$ cat src/rtl/mem_access_unit_if.sv
// Data-memory bus: req/gnt request phase followed by an rvalid response phase.
interface mem_access_unit_if;
  logic        dm_req;
  logic        dm_we;
  logic [31:0] dm_addr;
  logic [3:0]  dm_wstrb;
  logic [31:0] dm_wdata;
  logic        dm_gnt;
  logic        dm_rvalid;
  logic [31:0] dm_rdata;

  modport master (
    output dm_req, dm_we, dm_addr, dm_wstrb, dm_wdata,
    input  dm_gnt, dm_rvalid, dm_rdata
  );

  modport slave (
    input  dm_req, dm_we, dm_addr, dm_wstrb, dm_wdata,
    output dm_gnt, dm_rvalid, dm_rdata
  );
endinterface

$ cat src/rtl/mem_access_unit.sv
// MEM-stage load/store unit: one bus transaction per instruction, stalls the pipe
// until completion and returns aligned, extended load data.
module mem_access_unit #(
  parameter int TIMEOUT = 255
) (
  input  logic               clk,
  input  logic               rst,
  input  logic [2:0]         EX_MEM_memread,
  input  logic [2:0]         EX_MEM_memwrite,
  input  logic [31:0]        EX_MEM_alu_csr_bujrd_data,
  input  logic [31:0]        EX_MEM_write_data,
  output logic               stall_mem,
  mem_access_unit_if.master  dm,
  output logic [31:0]        load_data,
  output logic               mem_done,
  output logic               misalign_err,
  output logic               bus_err
);

  // IDLE decode op | REQ hold bus until gnt | WAIT await rvalid or timeout | DONE completion pulse
  typedef enum logic [1:0] {S_IDLE, S_REQ, S_WAIT, S_DONE} state_e;

  localparam logic [7:0] TMO_LAST = 8'(TIMEOUT - 1);

  state_e      state_q, state_d;
  logic [7:0]  cnt_q, cnt_d;
  logic [31:0] load_q, load_d;
  logic        we_q, we_d;
  logic [31:0] addr_q, addr_d;
  logic [3:0]  wstrb_q, wstrb_d;
  logic [31:0] wdata_q, wdata_d;
  logic [2:0]  op_q, op_d;
  logic [1:0]  lane_q, lane_d;
  logic        merr_q, merr_d;
  logic        berr_q, berr_d;

  logic        wr_ok, rd_ok, op_valid, misal;
  logic [1:0]  a_lo;
  logic [3:0]  wstrb_new;
  logic [31:0] wdata_new;
  logic [7:0]  byte_sel;
  logic [15:0] half_sel;
  logic [31:0] ext;

  assign a_lo     = EX_MEM_alu_csr_bujrd_data[1:0];
  assign wr_ok    = EX_MEM_memwrite inside {[3'd1:3'd3]};
  assign rd_ok    = EX_MEM_memread inside {[3'd1:3'd5]};
  assign op_valid = wr_ok | rd_ok;

  // A valid store takes precedence over a simultaneously valid load
  always_comb begin
    misal     = 1'b0;
    wstrb_new = 4'b0000;
    wdata_new = '0;
    if (wr_ok) begin
      case (EX_MEM_memwrite)
        3'd1: begin
          wstrb_new = 4'b0001 << a_lo;
          wdata_new = {4{EX_MEM_write_data[7:0]}};
        end
        3'd2: begin
          misal     = a_lo[0];
          wstrb_new = 4'b0011 << a_lo;
          wdata_new = {2{EX_MEM_write_data[15:0]}};
        end
        default: begin
          misal     = (a_lo != 2'b00);
          wstrb_new = 4'hF;
          wdata_new = EX_MEM_write_data;
        end
      endcase
    end else begin
      case (EX_MEM_memread)
        3'd2, 3'd5: misal = a_lo[0];
        3'd3:       misal = (a_lo != 2'b00);
        default:    misal = 1'b0;
      endcase
    end
  end

  always_comb begin
    byte_sel = dm.dm_rdata[{lane_q, 3'b000} +: 8];
    half_sel = dm.dm_rdata[{lane_q[1], 4'b0000} +: 16];
    case (op_q)
      3'd1:    ext = {{24{byte_sel[7]}}, byte_sel};
      3'd2:    ext = {{16{half_sel[15]}}, half_sel};
      3'd4:    ext = {24'b0, byte_sel};
      3'd5:    ext = {16'b0, half_sel};
      default: ext = dm.dm_rdata;
    endcase
  end

  always_comb begin
    state_d = state_q;
    cnt_d   = cnt_q;
    load_d  = load_q;
    we_d    = we_q;
    addr_d  = addr_q;
    wstrb_d = wstrb_q;
    wdata_d = wdata_q;
    op_d    = op_q;
    lane_d  = lane_q;
    merr_d  = merr_q;
    berr_d  = berr_q;
    case (state_q)
      S_IDLE: begin
        if (op_valid) begin
          merr_d = 1'b0;
          berr_d = 1'b0;
          if (misal) begin
            merr_d  = 1'b1;
            load_d  = '0;
            state_d = S_DONE;
          end else begin
            we_d    = wr_ok;
            addr_d  = {EX_MEM_alu_csr_bujrd_data[31:2], 2'b00};
            wstrb_d = wstrb_new;
            wdata_d = wdata_new;
            op_d    = EX_MEM_memread;
            lane_d  = a_lo;
            state_d = S_REQ;
          end
        end
      end
      S_REQ: begin
        // an rvalid coinciding with gnt belongs to no request of ours and is dropped
        if (dm.dm_gnt) begin
          cnt_d   = '0;
          state_d = S_WAIT;
        end
      end
      S_WAIT: begin
        cnt_d = cnt_q + 8'd1;
        if (dm.dm_rvalid) begin
          if (!we_q) load_d = ext;
          state_d = S_DONE;
        end else if (cnt_q == TMO_LAST) begin
          berr_d  = 1'b1;
          load_d  = '0;
          state_d = S_DONE;
        end
      end
      default: begin
        merr_d  = 1'b0;
        berr_d  = 1'b0;
        state_d = S_IDLE;
      end
    endcase
  end

  always_ff @(posedge clk or posedge rst) begin
    if (rst) begin
      state_q <= S_IDLE;
      cnt_q   <= '0;
      load_q  <= '0;
      we_q    <= 1'b0;
      addr_q  <= '0;
      wstrb_q <= '0;
      wdata_q <= '0;
      op_q    <= '0;
      lane_q  <= '0;
      merr_q  <= 1'b0;
      berr_q  <= 1'b0;
    end else begin
      state_q <= state_d;
      cnt_q   <= cnt_d;
      load_q  <= load_d;
      we_q    <= we_d;
      addr_q  <= addr_d;
      wstrb_q <= wstrb_d;
      wdata_q <= wdata_d;
      op_q    <= op_d;
      lane_q  <= lane_d;
      merr_q  <= merr_d;
      berr_q  <= berr_d;
    end
  end

  // Releasing the stall in DONE lets the pipeline advance past this instruction
  assign stall_mem    = op_valid && (state_q != S_DONE);
  assign dm.dm_req    = (state_q == S_REQ);
  assign dm.dm_we     = we_q;
  assign dm.dm_addr   = addr_q;
  assign dm.dm_wstrb  = wstrb_q;
  assign dm.dm_wdata  = wdata_q;
  assign load_data    = load_q;
  assign mem_done     = (state_q == S_DONE);
  assign misalign_err = (state_q == S_DONE) && merr_q;
  assign bus_err      = (state_q == S_DONE) && berr_q;

endmodule
$ cat src/flat_wrapper.sv
// flat-port wrapper written by rule: the top's interface ports become plain ports
module mem_access_unit_flat 
#(
  parameter int TIMEOUT = 255
)
  (clk, rst, EX_MEM_memread, EX_MEM_memwrite, EX_MEM_alu_csr_bujrd_data, EX_MEM_write_data, stall_mem, load_data, mem_done, misalign_err, bus_err, dm_dm_req, dm_dm_we, dm_dm_addr, dm_dm_wstrb, dm_dm_wdata, dm_dm_gnt, dm_dm_rvalid, dm_dm_rdata);
  mem_access_unit_if dm_i ();
  input  logic clk;
  input  logic rst;
  input  logic [2:0] EX_MEM_memread;
  input  logic [2:0] EX_MEM_memwrite;
  input  logic [31:0] EX_MEM_alu_csr_bujrd_data;
  input  logic [31:0] EX_MEM_write_data;
  output logic stall_mem;
  output logic [31:0] load_data;
  output logic mem_done;
  output logic misalign_err;
  output logic bus_err;
  output wire logic [$bits(dm_i.dm_req)-1:0] dm_dm_req;
  output wire logic [$bits(dm_i.dm_we)-1:0] dm_dm_we;
  output wire logic [$bits(dm_i.dm_addr)-1:0] dm_dm_addr;
  output wire logic [$bits(dm_i.dm_wstrb)-1:0] dm_dm_wstrb;
  output wire logic [$bits(dm_i.dm_wdata)-1:0] dm_dm_wdata;
  input wire logic [$bits(dm_i.dm_gnt)-1:0] dm_dm_gnt;
  input wire logic [$bits(dm_i.dm_rvalid)-1:0] dm_dm_rvalid;
  input wire logic [$bits(dm_i.dm_rdata)-1:0] dm_dm_rdata;
  assign dm_dm_req = dm_i.dm_req;
  assign dm_dm_we = dm_i.dm_we;
  assign dm_dm_addr = dm_i.dm_addr;
  assign dm_dm_wstrb = dm_i.dm_wstrb;
  assign dm_dm_wdata = dm_i.dm_wdata;
  assign dm_i.dm_gnt = dm_dm_gnt;
  assign dm_i.dm_rvalid = dm_dm_rvalid;
  assign dm_i.dm_rdata = dm_dm_rdata;
  mem_access_unit #(.TIMEOUT(TIMEOUT)) u_core (.clk(clk), .rst(rst), .EX_MEM_memread(EX_MEM_memread), .EX_MEM_memwrite(EX_MEM_memwrite), .EX_MEM_alu_csr_bujrd_data(EX_MEM_alu_csr_bujrd_data), .EX_MEM_write_data(EX_MEM_write_data), .stall_mem(stall_mem), .dm(dm_i), .load_data(load_data), .mem_done(mem_done), .misalign_err(misalign_err), .bus_err(bus_err));
endmodule
$ cat config.mk
export PLATFORM = sky130hd
export DESIGN_NAME = mem_access_unit_flat
export DESIGN_NICKNAME = d
export VERILOG_FILES = /design/src/rtl/mem_access_unit_if.sv /design/src/rtl/mem_access_unit.sv /design/src/flat_wrapper.sv
export SDC_FILE = /design/constraint.sdc
export NUM_CORES = 1
export LEC_CHECK = 0
export CAP_MARGIN = 20
export CORE_ASPECT_RATIO = 2
export CORE_UTILIZATION = 46
export DETAILED_ROUTE_END_ITERATION = 10
export PLACE_DENSITY = 0.86
export SYNTH_ARGS = -nofsm -noshare
export SYNTH_HDL_FRONTEND = slang
export SYNTH_SLANG_ARGS = --single-unit
$ cat constraint.sdc
create_clock -name clk -period 5.48 [get_ports clk]
set_input_delay 1.096 -clock clk [delete_from_list [all_inputs] [get_ports clk]]
set_output_delay 1.096 -clock clk [all_outputs]
set_load 0.02 [all_outputs]
Yosys cells after proc, flatten, opt, wreduce, memory -nomap -nowiden
Cells that the tools add are included.
Widths: inputs -> output; s select.
{"block": "totals", "reg_bits": 116, "inputBits": 106}
{"block": "op_classes", "add_sub_neg": 1, "magnitude_cmp": 4, "n_eq_ne": 21, "n_shift": 4, "muxes": 29, "bitwise": 4, "reduce_logical": 17}
{"operator": "$mux 32", "count": 6}
{"operator": "$pmux 32 s2", "count": 2}
{"operator": "$pmux 32 s4", "count": 1}
{"operator": "$shiftx 32x6->16", "count": 1}
{"operator": "$shiftx 32x6->8", "count": 1}
{"operator": "$pmux 8 s2", "count": 1}
{"operator": "$eq 3x2->1 const B", "count": 4}
{"operator": "$mux 2", "count": 5}
{"operator": "$eq 3x3->1 const B", "count": 3}
{"operator": "$add 8x1->8 const B", "count": 1}
{"operator": "$eq 8x8->1 const B", "count": 1}
{"operator": "$mux 8", "count": 1}
{"operator": "$ne 2x1->1 const B", "count": 4}
{"operator": "$pmux 4 s2", "count": 1}
{"operator": "$eq 3x1->1 const B", "count": 2}
{"operator": "$ge 3x1->1 const B", "count": 2}
{"operator": "$mux 1", "count": 6}
{"operator": "$pmux 1 s2", "count": 3}
{"operator": "$pmux 2 s3", "count": 1}
{"operator": "$reduce_and 3->1", "count": 2}
{"operator": "$reduce_bool 2->1", "count": 3}
{"operator": "$logic_and 1x1->1", "count": 5}
{"operator": "$reduce_and 5->1", "count": 1}
{"operator": "$eq 2x2->1 const B", "count": 2}
{"operator": "16 further kinds", "count": 21}

Logic depth before layout (Yosys ltp)
{"block": "logic_depth", "word_depth": 7, "ltp_mapped": 9, "ltp_nobuf": 7}

Worst setup path after synthesis
OpenSTA, ideal clock, no wires.
{"block": "synth_timing", "kind": "input to output", "from": "input EX_MEM_memwrite[1]", "to": "output stall_mem", "t_arrival_ps": 1993, "required_time_ps": 4384, "path_slack_ps": 2391, "cell_stages": 4, "n_path_buf": 1, "path_cell_list": "clkbuf_1 > o21bai_1 > o21ai_0 > nor2b_1"}
{"block": "synth_between", "elab_chain_len": 4}
{"element": "from (decl)", "line_no": "flat_wrapper.sv:11", "text": "input logic [2:0] EX_MEM_memwrite;"}
{"element": "$ge 3x1->1 / $le 3x2->1 (equally long branches)", "line_no": "mem_access_unit.sv:46", "text": "assign wr_ok = EX_MEM_memwrite inside {[3'd1:3'd3]};"}
{"element": "$logic_and 1x1->1 *", "line_no": "mem_access_unit.sv:46"}
{"element": "$or 1x1->1 *", "line_no": "mem_access_unit.sv:48", "text": "assign op_valid = wr_ok | rd_ok;"}
{"element": "$logic_and 1x1->1 *", "line_no": "mem_access_unit.sv:180", "text": "assign stall_mem = op_valid && (state_q != S_DONE);"}
{"element": "to (decl)", "line_no": "flat_wrapper.sv:14", "text": "output logic stall_mem;"}
Mark *: on every way between the ends. The rest lies on a longest branch, timed or not.

Worst setup path after layout
{"block": "layout_timing", "from": "input EX_MEM_memread[2]", "to": "output stall_mem"}
{"block": "layout_between", "elab_chain_len": 4}
{"element": "from (decl)", "line_no": "flat_wrapper.sv:10", "text": "input logic [2:0] EX_MEM_memread;"}
{"element": "$ge 3x1->1 / $le 3x3->1 (equally long branches)", "line_no": "mem_access_unit.sv:47", "text": "assign rd_ok = EX_MEM_memread inside {[3'd1:3'd5]};"}
{"element": "$logic_and 1x1->1 *", "line_no": "mem_access_unit.sv:47"}
{"element": "$or 1x1->1 *", "line_no": "mem_access_unit.sv:48"}
{"element": "$logic_and 1x1->1 *", "line_no": "mem_access_unit.sv:180"}
Marks and branches as above.

==> results by stage <==
Clock network:
- TritonCTS built the clock tree.
- The number of gates resized after CTS was 0.
- The CTS sink count is 116.
- Clock-pin slew was measured on the worst setup and hold paths at 0.05 ns.
- In this run the number of H-tree levels came out at 4.
- The count of buffers added by post-CTS timing repair for setup is 0.
- The cell at the root of the clock tree is clkbuf_16.
- In this run the deepest clock path goes through 2 buffers.
- Counting the buffers created by CTS gives 17.
- The hold buffer count at CTS is 0.
- The clock latency of the later-clocked register in the worst-skew pair is 0.43 ns.

Cells and area:
- The fraction of layout instances using a drive strength above 1 is 11.52%.
- The cell area after layout is between 9000 and 10000 sq um.
- The final net count is 942.
- Relative to the synthesized area, the layout overhead comes to 43.85%.
- Measured on the finished design, the core utilization comes to 67.75%.
- The number of antenna diodes is 0.

Placed design:
- The number of buffer cells added on primary ports is 209.
- The placer's final routability congestion estimate is 0.8414.
- After legalization and detailed placement, the total HPWL measured ~13 mm.
- The post-placement cell area is 8447 sq um.
- Timing analysis after detailed placement gives a worst setup slack of 1.253 ns.

Floorplanning:
- The die width is 84.94 um.
- The vertical die dimension is 167.9 um.
- The die covers ~14000 sq um.
- The total area inside the core boundary comes to 13440 sq um.
- The floorplan row count is 60.
- 212 I/O pins were placed.
- Once the floorplan was initialized, standard cells occupied approximately 47% of the core.

Timing:
- Setup violations remaining at the end of the flow were counted as 0.
- The worst path in the final design needs a cycle of 4.229 ns, including I/O delays and setup.
- The final number of max-transition violations is 0.
- The total count of hold-check failures in the final report is 0.
- Of the available clock period, the critical path in the final layout requires 77.18%.
- The worst slew margin relative to its limit is 35.70%.
- The post-layout worst setup margin is 1.251 ns.
- Setup repair after global routing left no endpoint under its margin.
- The setup skew after layout is 0.01071 ns.
- The transition at the pin with the smallest max-transition slack is 0.9609 ns.
- The final sum of negative setup slack is 0 ns.
- Timing would allow up to about 240 MHz.

Synthesis:
- The number of synthesized flops with an enable pin is 0.
- For this run, the leading register cell type out of synthesis is dfrtp_1.
- The post-synthesis cell type with the largest combined area is dfrtp_1.
- The fraction of post-synthesis cell area in the top cell type by area is 45.87%.
- The mapped netlist covers 6329 sq um.
- Counting distinct cell types in the post-synthesis netlist gives 57.
- The post-synthesis sequential area ratio is between 40% and 50%.
- In the synthesized netlist, the number of instances is 636.
- Counting flops and latches in the post-synthesis netlist gives 116.
- Sorting the synthesized cells by area gives the leading types as dfrtp_1 (46%), mux2_2 (6.4%), mux2i_1 (6.0%).
- Of all flip-flops after synthesis, the portion carrying an async set or reset was 100.0%.
- The count of synthesis-stage warnings from yosys is 0.
- Each instance of the synthesized netlist takes up on average 9.951 sq um.

Routing:
- The mean routed wirelength per cell is 18.59 um.
- After detailed routing, the number of vias per cell comes to 5.868.
- The wire length reported by the detailed router is 18.54 mm.
- Summing over every cut layer, the via total after detailed routing is 5850.
- In this run the remaining antenna-violating nets after routing total 0.
- After detailed routing, the number of remaining DRC violations is 12.
- In this run, the number of DRC markers left after iteration 0 of detailed routing was ~390.
- The first TritonRoute pass finished after 11 iterations.

Global routing:
- The total overflow reported by the global router is 0.
- The global-route wire length before repair is just under 30 mm.
- Entering global routing, the biggest net connects 88 pins.
- The initial antenna violation count is 0.
- The number of global-route vias before repair is 5917.
- The global-route usage over all layers is 26.76%.

Power:
- The clock network accounts for approximately 20% of the total power.
- Internal power comes to 3147 uW.
- In this run the power spent charging and discharging nets is approximately 2200 uW.
- Summed over all cells, the static leakage comes to roughly 0.004 uW.
- Dividing total power by cell area gives a power density of 582.6 nW/um^2.
- The maximum vdd drop is between 0.0003 and 0.0004 V.
- Registers are responsible for about 28% of the overall power.
- Of the total power, combinational logic draws about half.
- The switching share of total power is 40.66%.

Critical path:
- The worst register-to-register path has a depth of 6.
- Data on the critical path arrives at its endpoint at 3.13 ns.
- The critical path capture point type is an output pin.
- The worst setup path is launched from an input pin.
- By startpoint and endpoint, the worst setup path is classified as input pin to output pin.
- Along the worst path, the maximum fanout reaches 5.
- The required time of the critical path is 4.38 ns.

Worst hold path:
- In this run the worst hold path is classified as register to register.
- The worst hold path was traced through 2 stages.

Status:
- The checks that failed: DRC.
- The flow ran to the end, but the final reports show violations.

Job:
- The reported max-cap violation count is 0.
## power by group through the flow
stage          sequential, uW  combinational, uW  clock, uW
3_5_place_dp             1560               2600          0
4_1_cts                  1550               2620       1100
6_report                 1510               2700       1090
2_1_floorplan            1820               1300          0
3_3_place_gp             1550               2540          0
5_1_grt                  1560               2880       1140
## routing by layer
| layer | global-route usage (%) | vias to the layer above | share of wire, % |
|---|---|---|---|
| met4 | 17.61 | 0 | 6.4 |
| met2 | 47.79 | 299 | 54 |
| met5 | 0 | - | 0 |
| met1 | 27.17 | 2813 | 33 |
| met3 | 6.422 | 80 | 6.4 |
| li1 | - | 2658 | - |
## cell usage in the layout, fill, tap and decap left out, types with 2 or more instances in the layout
cell type	count
nand2_1	59
clkinvlp_4	3
mux2i_1	38
dfrtp_1	116
inv_8	2
nand3_1	5
inv_6	6
a211oi_1	2
o21ai_1	2
nor2_1	34
clkdlybuf4s50_1	209
a21oi_1	30
clkbuf_16	17
o21bai_1	2
inv_1	44
xnor2_1	3
a22oi_1	14
clkinv_4	2
o22a_1	8
a21o_1	5
nand4b_1	2
o21ai_0	61
mux2_2	36
buf_4	5
ha_1	7
a31oi_1	16
nor3_1	4
nor2b_1	5
conb_1	2
nand2b_1	16
mux2_4	16
o221ai_1	16
o211ai_1	8
a22o_1	12
and2_1	3
o31ai_1	3
buf_16	3
## layout make-up
class,instances,area [sq um]
fillers,981,4334
inverters,45,171.4
clock buffers,18,429.2
multi-input cells,432,3049
repair buffers,217,2212
well taps,155,193.9
clock inverters,14,145.1
flip-flops and latches,116,2903
## metrics by stage
stage,hold WS [ns],std cells,power (uW)
after floorplan,0.4619,637,3120
after global placement,0.4616,962,4091
after detailed placement,0.4688,962,4157
after CTS,0.4824,994,5274
after global routing,0.5092,997,5586
final,0.4755,997,5304
## state kept, by name, summed over array words and instances, names as in the netlist
name and flops:
u_core.berr_q 1, u_core.dm.dm_wstrb 4, u_core.merr_q 1, u_core.load_data 32, u_core.lane_q 2, u_core.state_q 2, u_core.dm.dm_addr 30, u_core.cnt_q 8
u_core.op_q 3, u_core.dm.dm_wdata 32, u_core.dm.dm_we 1
## final timing paths
kind                                              startpoint                                  to  slack, ns
hold / removal             u_core.dm.dm_wstrb[0]$_DFFE_PP0P_   u_core.dm.dm_wstrb[0]$_DFFE_PP0P_       0.48
setup / recovery                           EX_MEM_memread[2]                           stall_mem       1.25
max in group asynchronous                                rst         u_core.cnt_q[5]$_DFFE_PP0P_       3.75
min in group asynchronous                                rst  u_core.dm.dm_wdata[24]$_DFFE_PP0P_       1.01
setup reg to reg               u_core.state_q[0]$_DFFE_PP0P_    u_core.load_data[30]$_DFFE_PP0P_       2.64
hold reg to reg            u_core.dm.dm_wstrb[0]$_DFFE_PP0P_   u_core.dm.dm_wstrb[0]$_DFFE_PP0P_       0.48
## Yosys cell counts, drive strengths merged, types with 16 or more instances
library cell	n
a21oi	31
a31oi	16
buf	17
clkbuf	27
dfrtp	116
inv	45
mux2	52
mux2i	38
nand2	59
nand2b	16
nor2	34
o21ai	63
o221ai	16
## logic make-up (layout without fill, tap and decap cells)
| group | count (synthesis) | after routing | share of synthesized area (%) |
|---|---|---|---|
| compound gates | 188 | 188 | 19.22 |
| simple gates | 139 | 139 | 10.10 |
| other cells | 1 | 2 | 0.05926 |
| mux | 91 | 91 | 16.57 |
| buf+inv | 89 | 294 | 6.089 |
| xor+xnor | 4 | 4 | 0.5537 |
| flops | 116 | 116 | 45.87 |
| fa+ha+maj | 8 | 8 | 1.542 |
## worst max-delay path, cell delays in order
cell and delay [ns]:
clkdlybuf4s50_1 0.54, nor3_1 0.08, o21ai_0 0.61, nor2b_1 0.21, clkdlybuf4s50_1 0.60
No activity file was read; power rests on OpenSTA's default activity.
